## src/rtl/alu_regfile_seq.sv

```systemverilog
// rtl/alu_regfile_seq.sv - operand-issue and writeback sequencer for the 8-bit ALU
//
// Holds an 8 x 8-bit register file, accepts one instruction at a time
// (IDLE -> EXEC -> WB), drives the ALU from registered operands and writes
// the captured result back.
// Ports:
//   clk, rst_n                      clock, synchronous active-low reset
//   instr_valid/instr_ready         instruction handshake
//   instr_ld/op/rd/ra/rb/imm        instruction fields
//   alu_control, alu_a, alu_b       registered ALU inputs
//   alu_result                      combinational ALU result
//   wb_valid, wb_rd, wb_data        one-cycle writeback strobe
//   illegal, err_count              illegal-op pulse and saturating count
//   dbg_addr, dbg_data              combinational register-file debug read
module alu_regfile_seq #(
    parameter bit ZERO_REG = 1'b1,
    parameter int ERR_W    = 8
) (
    input  logic             clk,
    input  logic             rst_n,
    input  logic             instr_valid,
    output logic             instr_ready,
    input  logic             instr_ld,
    input  logic [2:0]       instr_op,
    input  logic [2:0]       instr_rd,
    input  logic [2:0]       instr_ra,
    input  logic [2:0]       instr_rb,
    input  logic [7:0]       instr_imm,
    output logic [2:0]       alu_control,
    output logic [7:0]       alu_a,
    output logic [7:0]       alu_b,
    input  logic [7:0]       alu_result,
    output logic             wb_valid,
    output logic [2:0]       wb_rd,
    output logic [7:0]       wb_data,
    output logic             illegal,
    output logic [ERR_W-1:0] err_count,
    input  logic [2:0]       dbg_addr,
    output logic [7:0]       dbg_data
);

    typedef enum logic [1:0] {IDLE, EXEC, WB} state_t;

    state_t     state;
    logic [7:0] regs [8];
    logic       ld_q;
    logic [2:0] op_q;
    logic [2:0] rd_q;
    logic [7:0] imm_q;
    logic [7:0] opa;
    logic [7:0] opb;
    logic       bad_q;
    logic       bad_op;
    logic [7:0] rd_a;
    logic [7:0] rd_b;

    // r0 reads as zero when ZERO_REG is set, independent of array contents
    function automatic logic [7:0] rf_read(input logic [2:0] addr, input logic [7:0] value);
        return (ZERO_REG && (addr == 3'd0)) ? 8'd0 : value;
    endfunction

    assign rd_a     = rf_read(instr_ra, regs[instr_ra]);
    assign rd_b     = rf_read(instr_rb, regs[instr_rb]);
    assign dbg_data = rf_read(dbg_addr, regs[dbg_addr]);

    // Loads never flag illegal, whatever instr_op holds
    assign bad_op = !instr_ld &&
                    ((instr_op == 3'b011) || (instr_op == 3'b100) || (instr_op == 3'b101));

    assign instr_ready = (state == IDLE) && rst_n;

    // ALU inputs follow the operand registers at all times (not gated to EXEC)
    assign alu_control = op_q;
    assign alu_a       = opa;
    assign alu_b       = opb;

    always_ff @(posedge clk) begin
        if (!rst_n) begin
            state     <= IDLE;
            for (int i = 0; i < 8; i++) begin
                regs[i] <= 8'd0;
            end
            ld_q      <= 1'b0;
            op_q      <= 3'd0;
            rd_q      <= 3'd0;
            imm_q     <= 8'd0;
            opa       <= 8'd0;
            opb       <= 8'd0;
            bad_q     <= 1'b0;
            wb_valid  <= 1'b0;
            wb_rd     <= 3'd0;
            wb_data   <= 8'd0;
            illegal   <= 1'b0;
            err_count <= '0;
        end else begin
            wb_valid <= 1'b0;
            illegal  <= 1'b0;
            case (state)
                IDLE: begin
                    if (instr_valid) begin
                        ld_q  <= instr_ld;
                        op_q  <= instr_op;
                        rd_q  <= instr_rd;
                        imm_q <= instr_imm;
                        opa   <= rd_a;
                        opb   <= rd_b;
                        bad_q <= bad_op;
                        if (bad_op) begin
                            // registered here so the pulse lands in the EXEC cycle
                            illegal <= 1'b1;
                            if (err_count != '1) begin
                                err_count <= err_count + ERR_W'(1);
                            end
                        end
                        state <= EXEC;
                    end
                end
                EXEC: begin
                    if (bad_q) begin
                        state <= IDLE;
                    end else begin
                        // wb_data doubles as the result register
                        wb_valid <= 1'b1;
                        wb_rd    <= rd_q;
                        wb_data  <= ld_q ? imm_q : alu_result;
                        state    <= WB;
                    end
                end
                WB: begin
                    if (!(ZERO_REG && (rd_q == 3'd0))) begin
                        regs[rd_q] <= wb_data;
                    end
                    state <= IDLE;
                end
                default: state <= IDLE;
            endcase
        end
    end

endmodule

```

## config.mk

```make
export PLATFORM = sky130hd
export DESIGN_NAME = alu_regfile_seq
export DESIGN_NICKNAME = d
export VERILOG_FILES = /design/src/rtl/alu_regfile_seq.sv
export SDC_FILE = /design/constraint.sdc
export NUM_CORES = 1
export LEC_CHECK = 0
export ABC_AREA = 1
export CAP_MARGIN = 10
export CELL_PAD_IN_SITES_DETAIL_PLACEMENT = 0
export CELL_PAD_IN_SITES_GLOBAL_PLACEMENT = 1
export CORE_AREA = 3 3 127 129
export CTS_CLUSTER_SIZE = 40
export DETAILED_ROUTE_END_ITERATION = 12
export DIE_AREA = 0 0 130 132
export GPL_TIMING_DRIVEN = 0
export PLACE_DENSITY_LB_ADDON = 0.1
export SYNTH_ARGS = -nofsm -noshare
export SYNTH_HDL_FRONTEND = slang
export SYNTH_SLANG_ARGS = --single-unit
```

## constraint.sdc

```tcl
create_clock -name clk -period 2 [get_ports clk]
set_input_delay 0.4 -clock clk [delete_from_list [all_inputs] [get_ports clk]]
set_output_delay 0.4 -clock clk [all_outputs]
set_load 0.01 [all_outputs]
```

# Word level (Yosys, flattened, before mapping)
# Memories as Yosys holds them, arrays and structs flattened.
# Cells that the tools add are included.
[word_totals]
ff_bits = 55
mem_bits_rw = 64
inputBits = 35
output_inout_bits = 49
wordCells = 56
mem_count = 1
[memory_table]
columns = ["memory", "words", "word_bits", "rd", "rd_clocked_by_memory_dff", "write_ports", "line", "rtl"]
rows = [
  ["regs", 8, 8, 3, 0, 8, "45", "logic [7:0] regs [8];"],
]
[op_classes]
addsub = 1
n_eq_ne = 7
mux = 17
n_bitwise = 1
n_reduce_logical = 16
[ops]
columns = ["cell", "n"]
rows = [
  ["two-way mux 8 bit", 5],
  ["zero test 3 bit", 4],
  ["adder 8 x 1 -> 8 bit (second input constant)", 1],
  ["two-way mux 1 bit", 8],
  ["inequality test 8 bit (second input constant)", 1],
  ["OR reduction 8 bit", 1],
  ["== test 3 bit (second input constant)", 2],
  ["AND reduction 2 bit", 3],
  ["two-way mux 2 bit", 2],
  ["one-hot mux 2 bit (2 select lines)", 1],
  ["AND reduction 4 bit", 1],
  ["== test 3 x 2 -> 1 bit (second input constant)", 1],
  ["two-way mux 3 bit", 1],
  ["AND reduction 3 bit", 1],
  ["== test 2 x 1 -> 1 bit (second input constant)", 1],
  ["== test 2 bit (second input constant)", 1],
  ["logical AND 1 bit", 2],
  ["zero test 2 bit", 1],
  ["logical OR 1 bit", 2],
  ["inequality test 2 bit (second input constant)", 1],
  ["zero test 1 bit", 1],
  ["NOT 1 bit", 1],
]

# Logic depth before layout (Yosys ltp)
# Gate-level depths: netlist of run 1.
[depth]
ltp_word = 7
depth_mapped = 8
mapped_depth_nobuf = 8

# Least setup slack after synthesis of run 1
# OpenSTA, ideal clock, no wires.
[synth_timing]
path_kind = "input-to-output"
startpoint = "input port dbg_addr[1]"
endpoint = "output port dbg_data[6]"
arrival_time_ns = 1.293
required_time_ns = 1.600
path_slack_ns = 0.307
stages = 6
path_buffers = 2
cell_sequence = "buf_2 -> clkbuf_1 -> o21ai_0 -> o22ai_1 -> nor2_1 -> nor2_1"
[synth_via]
elab_chain_cells = 2
elab_cells_between_ends = 3
cone_classes = "mux (1); reduce/logical (1); memory (1)"
[synth_lines]
columns = ["item", "line", "rtl"]
rows = [
  ["start: declaration", "38", "input logic [2:0] dbg_addr,"],
  ["memory read (8 x 8 bit) or zero test 3 bit (tied branches)", "--", ""],
  ["two-way mux 8 bit (*)", "59", "return (ZERO_REG && (addr == 3'd0)) ? 8'd0 : value;"],
  ["end: declaration", "39", "output logic [7:0] dbg_data"],
]
# Every way passes the cells marked *; elsewhere a longest branch is shown, timed or not.

==> results of run 1 <==
## synthesized netlist by cell type
| cell type | number |
|---|---|
| clkbuf_1 | 17 |
| and3_1 | 3 |
| inv_1 | 65 |
| a31oi_1 | 8 |
| conb_1 | 1 |
| clkinv_1 | 3 |
| nand4_2 | 2 |
| buf_4 | 1 |
| nand4_1 | 3 |
| o21ai_0 | 88 |
| a21oi_1 | 57 |
| buf_2 | 19 |
| nand3_1 | 34 |
| nand3b_1 | 2 |
| dfxtp_1 | 55 |
| nor2_1 | 144 |
| o211ai_1 | 23 |
| xor2_1 | 3 |
| clkbuf_2 | 2 |
| ha_1 | 1 |
| edfxtp_1 | 64 |
| nand3_2 | 4 |
| nor3_4 | 1 |
| nor3_1 | 5 |
| buf_1 | 2 |
| o22ai_1 | 5 |
| nand2_1 | 173 |
| nand2_2 | 1 |
| inv_2 | 2 |
## final timing paths
kind / cells after the start / from / slack (ns) / to
min reg2reg: 2 / bad_q$_SDFFE_PN0P_ / 0.47 / bad_q$_SDFFE_PN0P_
max: 5 / rst_n / 0.07 / regs[2][0]$_SDFFCE_PN0P_
min: 2 / bad_q$_SDFFE_PN0P_ / 0.47 / bad_q$_SDFFE_PN0P_
max reg2reg: 4 / state[1]$_SDFFE_PN0P_ / 0.17 / regs[2][0]$_SDFFCE_PN0P_
## cell type report
type | count | area, sq um
fillers | 1484 | 7490
flip-flops and latches | 119 | 3020
multi-input cells | 565 | 2610
repair buffers | 83 | 777
clock buffers | 28 | 529
inverters | 70 | 264
well taps | 188 | 235
plain buffers | 41 | 204
clock inverters | 3 | 15.0
## state kept, by name, summed over array words and instances, names as in the netlist, 2 cells and up
signal and flops:
alu_control 3, alu_b 8, state 2, rd_q 3, imm_q 8, wb_rd 3
wb_data 8, err_count 8, regs 64, alu_a 8
## worst max-delay path, stage by stage
cell	delay (ns)
clkdlybuf4s50_1	0.49
inv_2	0.11
nor3_4	0.36
nand4_2	0.34
nand2_2	0.31
## layer usage
| layer | wire length [um] | share of wire (%) | vias up |
|---|---|---|---|
| met4 | 680 | 3.5 | 0 |
| met2 | 9160 | 47 | 207 |
| met1 | 8800 | 45 | 2548 |
| met5 | 0 | 0 | - |
| li1 | - | - | 2837 |
| met3 | 1040 | 5.3 | 33 |
## cells in the final DEF, fill, tap and decap left out, types with 15 or more instances in the layout
cell and n:
edfxtp_1 64, clkbuf_1 17, clkbuf_2 15, a21oi_1 57, o211ai_1 23, nor2_1 143, o21ai_0 82, inv_1 58
nand2_1 166, dfxtp_1 55, buf_2 19, clkbuf_16 19, nand3_1 33, clkdlybuf4s50_1 69
## logic make-up after synthesis
family | count (synthesis) | share of synthesized area, %
XOR/XNOR | 3 | 0.437
AND/OR/NAND/NOR | 372 | 25.3
buffers and inverters | 111 | 7.42
adder cells (fa/ha/maj) | 1 | 0.208
flip-flops | 119 | 50.2
other | 1 | 0.0623
AO/OA/AOI/OAI | 181 | 16.3
## stage by stage
| step | setup WS [ns] | area (sq um) | hold slack (ns) | power (uW) | setup TNS (ns) |
|---|---|---|---|---|---|
| 6_report | 0.0673 | 7660 | 0.473 | 6480 | 0 |
| 5_1_grt | -0.0373 | 7660 | 0.491 | 6740 | -0.348 |
| 4_1_cts | -0.0172 | 7650 | 0.477 | 6510 | -0.0172 |
| 3_5_place_dp | -0.609 | 7060 | 0.462 | 3720 | -39.18 |
| 3_3_place_gp | -0.564 | 7060 | 0.458 | 3710 | -35.36 |
| 2_1_floorplan | 0.307 | 6040 | 0.446 | 3290 | 0 |
## what timing repair did
| action | in CTS | in global routing |
|---|---|---|
| endpoints found under the hold margin | 0 | 0 |
| pin swaps | 2 | 3 |
| endpoints found under the setup margin | 50 | 48 |
| gates resized for setup | 34 | 29 |
| gates cloned | 0 | 0 |
| setup buffers | 4 | 1 |
## power groups by stage
stage | combinational [uW] | clock, uW | sequential (uW)
final | 877 | 2810 | 2800
after global routing | 973 | 2960 | 2810
after CTS | 878 | 2840 | 2790
after detailed placement | 876 | 0 | 2840
after global placement | 869 | 0 | 2840
after floorplan | 455 | 0 | 2830
==> qor.txt, run 1 <==
RSZ-0062 raised after global routing - yes
post-synth cell types - 29
relative slew slack - 31.4%
Req. time, crit path - 2.09 ns
io pins - 84
Flop pwr share - 43.2%
worst slew pin tran - 1.03 ns
internal power - 4820 uW
Post-Synthesis Cells - 788
Comb pwr share - 13.5%
area leader, netlist - edfxtp_1
final count of hold timing violations - 0
H-tree levels - 4
largest net degree at the start of global routing - 18
Via density - 5.13
critical path type - input port to register
Worst Setup End Kind - register
clock buffer depth - 2
antenna cells - 0
syn avg cell area - 7.64 sq um
Post-Syn Area - 0.00602 sq mm
worst skew pair latency - 0.41 ns
clk sinks - 119
initial core utilization - 39.7%
core area - 0.0151 sq mm
Max Clk Rate - 517 MHz
first-pass iteration count of the detailed router - 5
Net Sw Frac - 25.5%
Residual DRC - 0
DP Cell Count - 1061
leakage - 0.00307 uW
Die ar. - 0.0172 sq mm
die height - 132 um
M3 GR Usage - 4.94%
fin. max-slew vios - 0
Max Cap Violations - 0
Layout area overhead - 27.3%
#FFs+latches synth - 119
hold crit path type - register to register
Root Driver - clkbuf_16
Final period util - 96.6%
CTS clk-pin slew, worst paths - 0.05 ns
post-route ant nets - 0
Iter 0 DRT Violations - 497
post-layout min period - 1.93 ns
NumNets Final - 933
PD cells - 846 mW/mm^2
CP Max Fanout - 10
final cell count without fillers - 1097
Critical Path AT - 2.02 ns
GR Util met1 - 31.0%
initial antenna violation count - 0
HPWL after DPL - 15200 um
gr usage total - 23.4%
I/O Buffers - 78
vias in the first global route - 5530
CTS tree - built
sw power - 1650 uW
WL per Instance - 17.9 um
total grt overflow - 0
Clock power frac - 43.3%
sequential-to-total area share from yosys stat - 50.2%
Worst Clk Skew - 0.00698 ns
share of post-route cells with drive strength above 1 - 10.3%
met2 Resource Use GR - 36.5%
status - finished, final reports clean
via count - 5625
first-pass GRT wire length - 30300 um
die width - 130 um
grt peak-use layer - met2
CTS buffer count - 17
share of the synthesized area in the top cell type - 31.9%
setup violators final - 0
synth warn - 0
Post-CTS Hold Fix Bufs - 0
worst vdd ir - 0.570 mV
synth top area cells - edfxtp_1, dfxtp_1, nand2_1
final WL - 19700 um
# rows - 45
Startpoint Class - input port
Final Wtd Congestion - 0.965
Core Util, Final - 50.6%
Note: power is estimated with default switching activity, not from simulation.
==> run 2: changes to the inputs <==
--- a/config.mk
+++ b/config.mk
@@ -13,8 +13,10 @@
 export CTS_CLUSTER_SIZE = 40
 export DETAILED_ROUTE_END_ITERATION = 12
 export DIE_AREA = 0 0 130 132
+export GPL_ROUTABILITY_DRIVEN = 0
 export GPL_TIMING_DRIVEN = 0
 export PLACE_DENSITY_LB_ADDON = 0.1
+export SETUP_SLACK_MARGIN = 0.02
 export SYNTH_ARGS = -nofsm -noshare
 export SYNTH_HDL_FRONTEND = slang
 export SYNTH_SLANG_ARGS = --single-unit
==> run 2 against run 1 <==
Effect of this change:
- global-route usage is 0.65 points lower
- sequential share of layout area fell by 0.60 points
- via count rose by 3.6%
- first-iteration DRC count rose by 15%
- die area is the same
- clock power up 4%
- highest routed layer unchanged
==> qor.txt, run 2 (same netlist as run 1, synthesis figures left out) <==
status - finished, final reports clean
worst slew pin tran - 0.604 ns
share of post-route cells with drive strength above 1 - 12.3%
Final period util - 94.4%
CP bufs+invs - 3
setup violators final - 0
# rows - 45
core area - 0.0151 sq mm
vias in the first global route - 5583
CTS clk-pin slew, worst paths - 0.05 ns
final WL - 19500 um
initial antenna violation count - 0
I/O Buffers - 78
Layout area overhead - 29.2%
worst vdd ir - 0.662 mV
Critical Path AT - 1.49 ns
HPWL after DPL - 14900 um
leakage - 0.00314 uW
RSZ-0062 raised after global routing - yes
CP peak stage delay - 0.50 ns
Max Cap Violations - 0
Worst Setup End Kind - primary output
gr usage total - 22.7%
Startpoint Class - input port
via count - 5829
critical-path cell list - clkdlybuf4s50_1, inv_2, nor3_1, dlygate4sd2_1
Crit-path slowest cell - clkdlybuf4s50_1
worst r2r path cells - 13
final count of hold timing violations - 0
worst skew pair latency - 0.41 ns
Root Driver - clkbuf_16
largest net degree at the start of global routing - 18
clock buffer depth - 2
Post-DP Area - 0.00706 sq mm
Iter 0 DRT Violations - 572
WL per Instance - 17.6 um
die width - 130 um
Req. time, crit path - 1.60 ns
Top reg by flops - regs
most common cell after layout, fill and taps aside - nand2_1
commonest non-fill, non-tap cells in the layout - nand2_1, nor2_1, o21ai_0
critical path type - input port to primary output
hold crit path type - register to register
Fin Setup TNS - 0 ns
first-pass GRT wire length - 29700 um
delay-heaviest family, CP - buffers and inverters
Max Clk Rate - 530 MHz
total grt overflow - 0
relative slew slack - 59.8%
post-route ant nets - 0
CTS buffer count - 17
Residual DRC - 0
Worst Clk Skew - 0.0116 ns
Die ar. - 0.0172 sq mm
NumNets Final - 943
cell area after layout - 0.00778 sq mm
power consumption - 6610 uW
worst hold stages - 2
max reg flops - 64
fin. max-slew vios - 0
post-layout min period - 1.89 ns
io pins - 84
antenna cells - 0
CP Max Fanout - 10
PD cells - 849 mW/mm^2
CP Depth - 4
die height - 132 um
Fillers - 1536
Post-CTS Hold Fix Bufs - 0
clk sinks - 119
CTS tree - built
initial core utilization - 39.7%
H-tree levels - 4
first-pass iteration count of the detailed router - 8
Via density - 5.27
-- run 2: cell types whose count changed in the layout (fill, tap and decap cells not counted), moves of 2 or more --
cell,before,now
buf_4,8,16
o21ai_1,5,12
o21ai_0,82,76
clkbuf_1,17,12
a21oi_1,57,55
a21oi_2,0,2
inv_4,0,2
-- run 2: metal layers --
| layer | global-route usage, % | wire, um | part of all wire [%] | vias up |
|---|---|---|---|---|
| met5 | 0 | 0 | 0 | - |
| li1 | - | - | - | 2853 |
| met4 | 12.6 | 945 | 4.8 | 0 |
| met1 | 28.5 | 8200 | 42 | 2647 |
| met3 | 5.19 | 1470 | 7.5 | 58 |
| met2 | 35.9 | 8890 | 46 | 271 |
-- run 2: area by class of cell --
type / count / area (sq um) / share of cell area [%]
repair buffers: 93 / 868 / 11.2
clock inverters: 8 / 70.1 / 0.901
flip-flops and latches: 119 / 3020 / 38.9
plain buffers: 41 / 199 / 2.56
well taps: 188 / 235 / 3.02
multi-input cells: 565 / 2620 / 33.7
inverters: 70 / 264 / 3.40
clock buffers: 23 / 499 / 6.42
-- run 2: worst paths after layout --
check | slack [ns] | startpoint | end
max reg2reg | 0.16 | regs[5][5]$_SDFFCE_PN0P_ | alu_b[5]$_SDFFE_PN0P_
min reg2reg | 0.47 | bad_q$_SDFFE_PN0P_ | bad_q$_SDFFE_PN0P_
max | 0.11 | rst_n | instr_ready
min | 0.47 | bad_q$_SDFFE_PN0P_ | bad_q$_SDFFE_PN0P_
-- run 2: timing repair --
action	in CTS	in global routing
cloned	0	0
pin swaps	4	5
gates resized for setup	46	28
buffers inserted	13	3
setup endpoints to repair	70	73
-- run 2: tightest hold or removal path, cell delays in order, from the launching register on --
cell and delay (ns):
dfxtp_1 0.31, nand2_1 0.06, a21oi_1 0.05
-- run 2: stage by stage --
stage / hold WS, ns / std cells / worst slack, ns / utilization [%]
after floorplan: 0.446 / 795 / 0.307 / -
after global placement: 0.458 / 1061 / -0.478 / 46.6
after detailed placement: 0.459 / 1061 / -0.496 / 46.6
after CTS: 0.468 / 1105 / 0.0211 / 51.2
after global routing: 0.492 / 1107 / 0.0135 / 51.3
final: 0.469 / 1107 / 0.112 / 51.3
-- run 2: where the power goes --
| part | switching, uW | internal, uW |
|---|---|---|
| clock | 1060 | 1860 |
| combinational | 545 | 342 |
| sequential | 90.2 | 2710 |
| total | 1690 | 4910 |
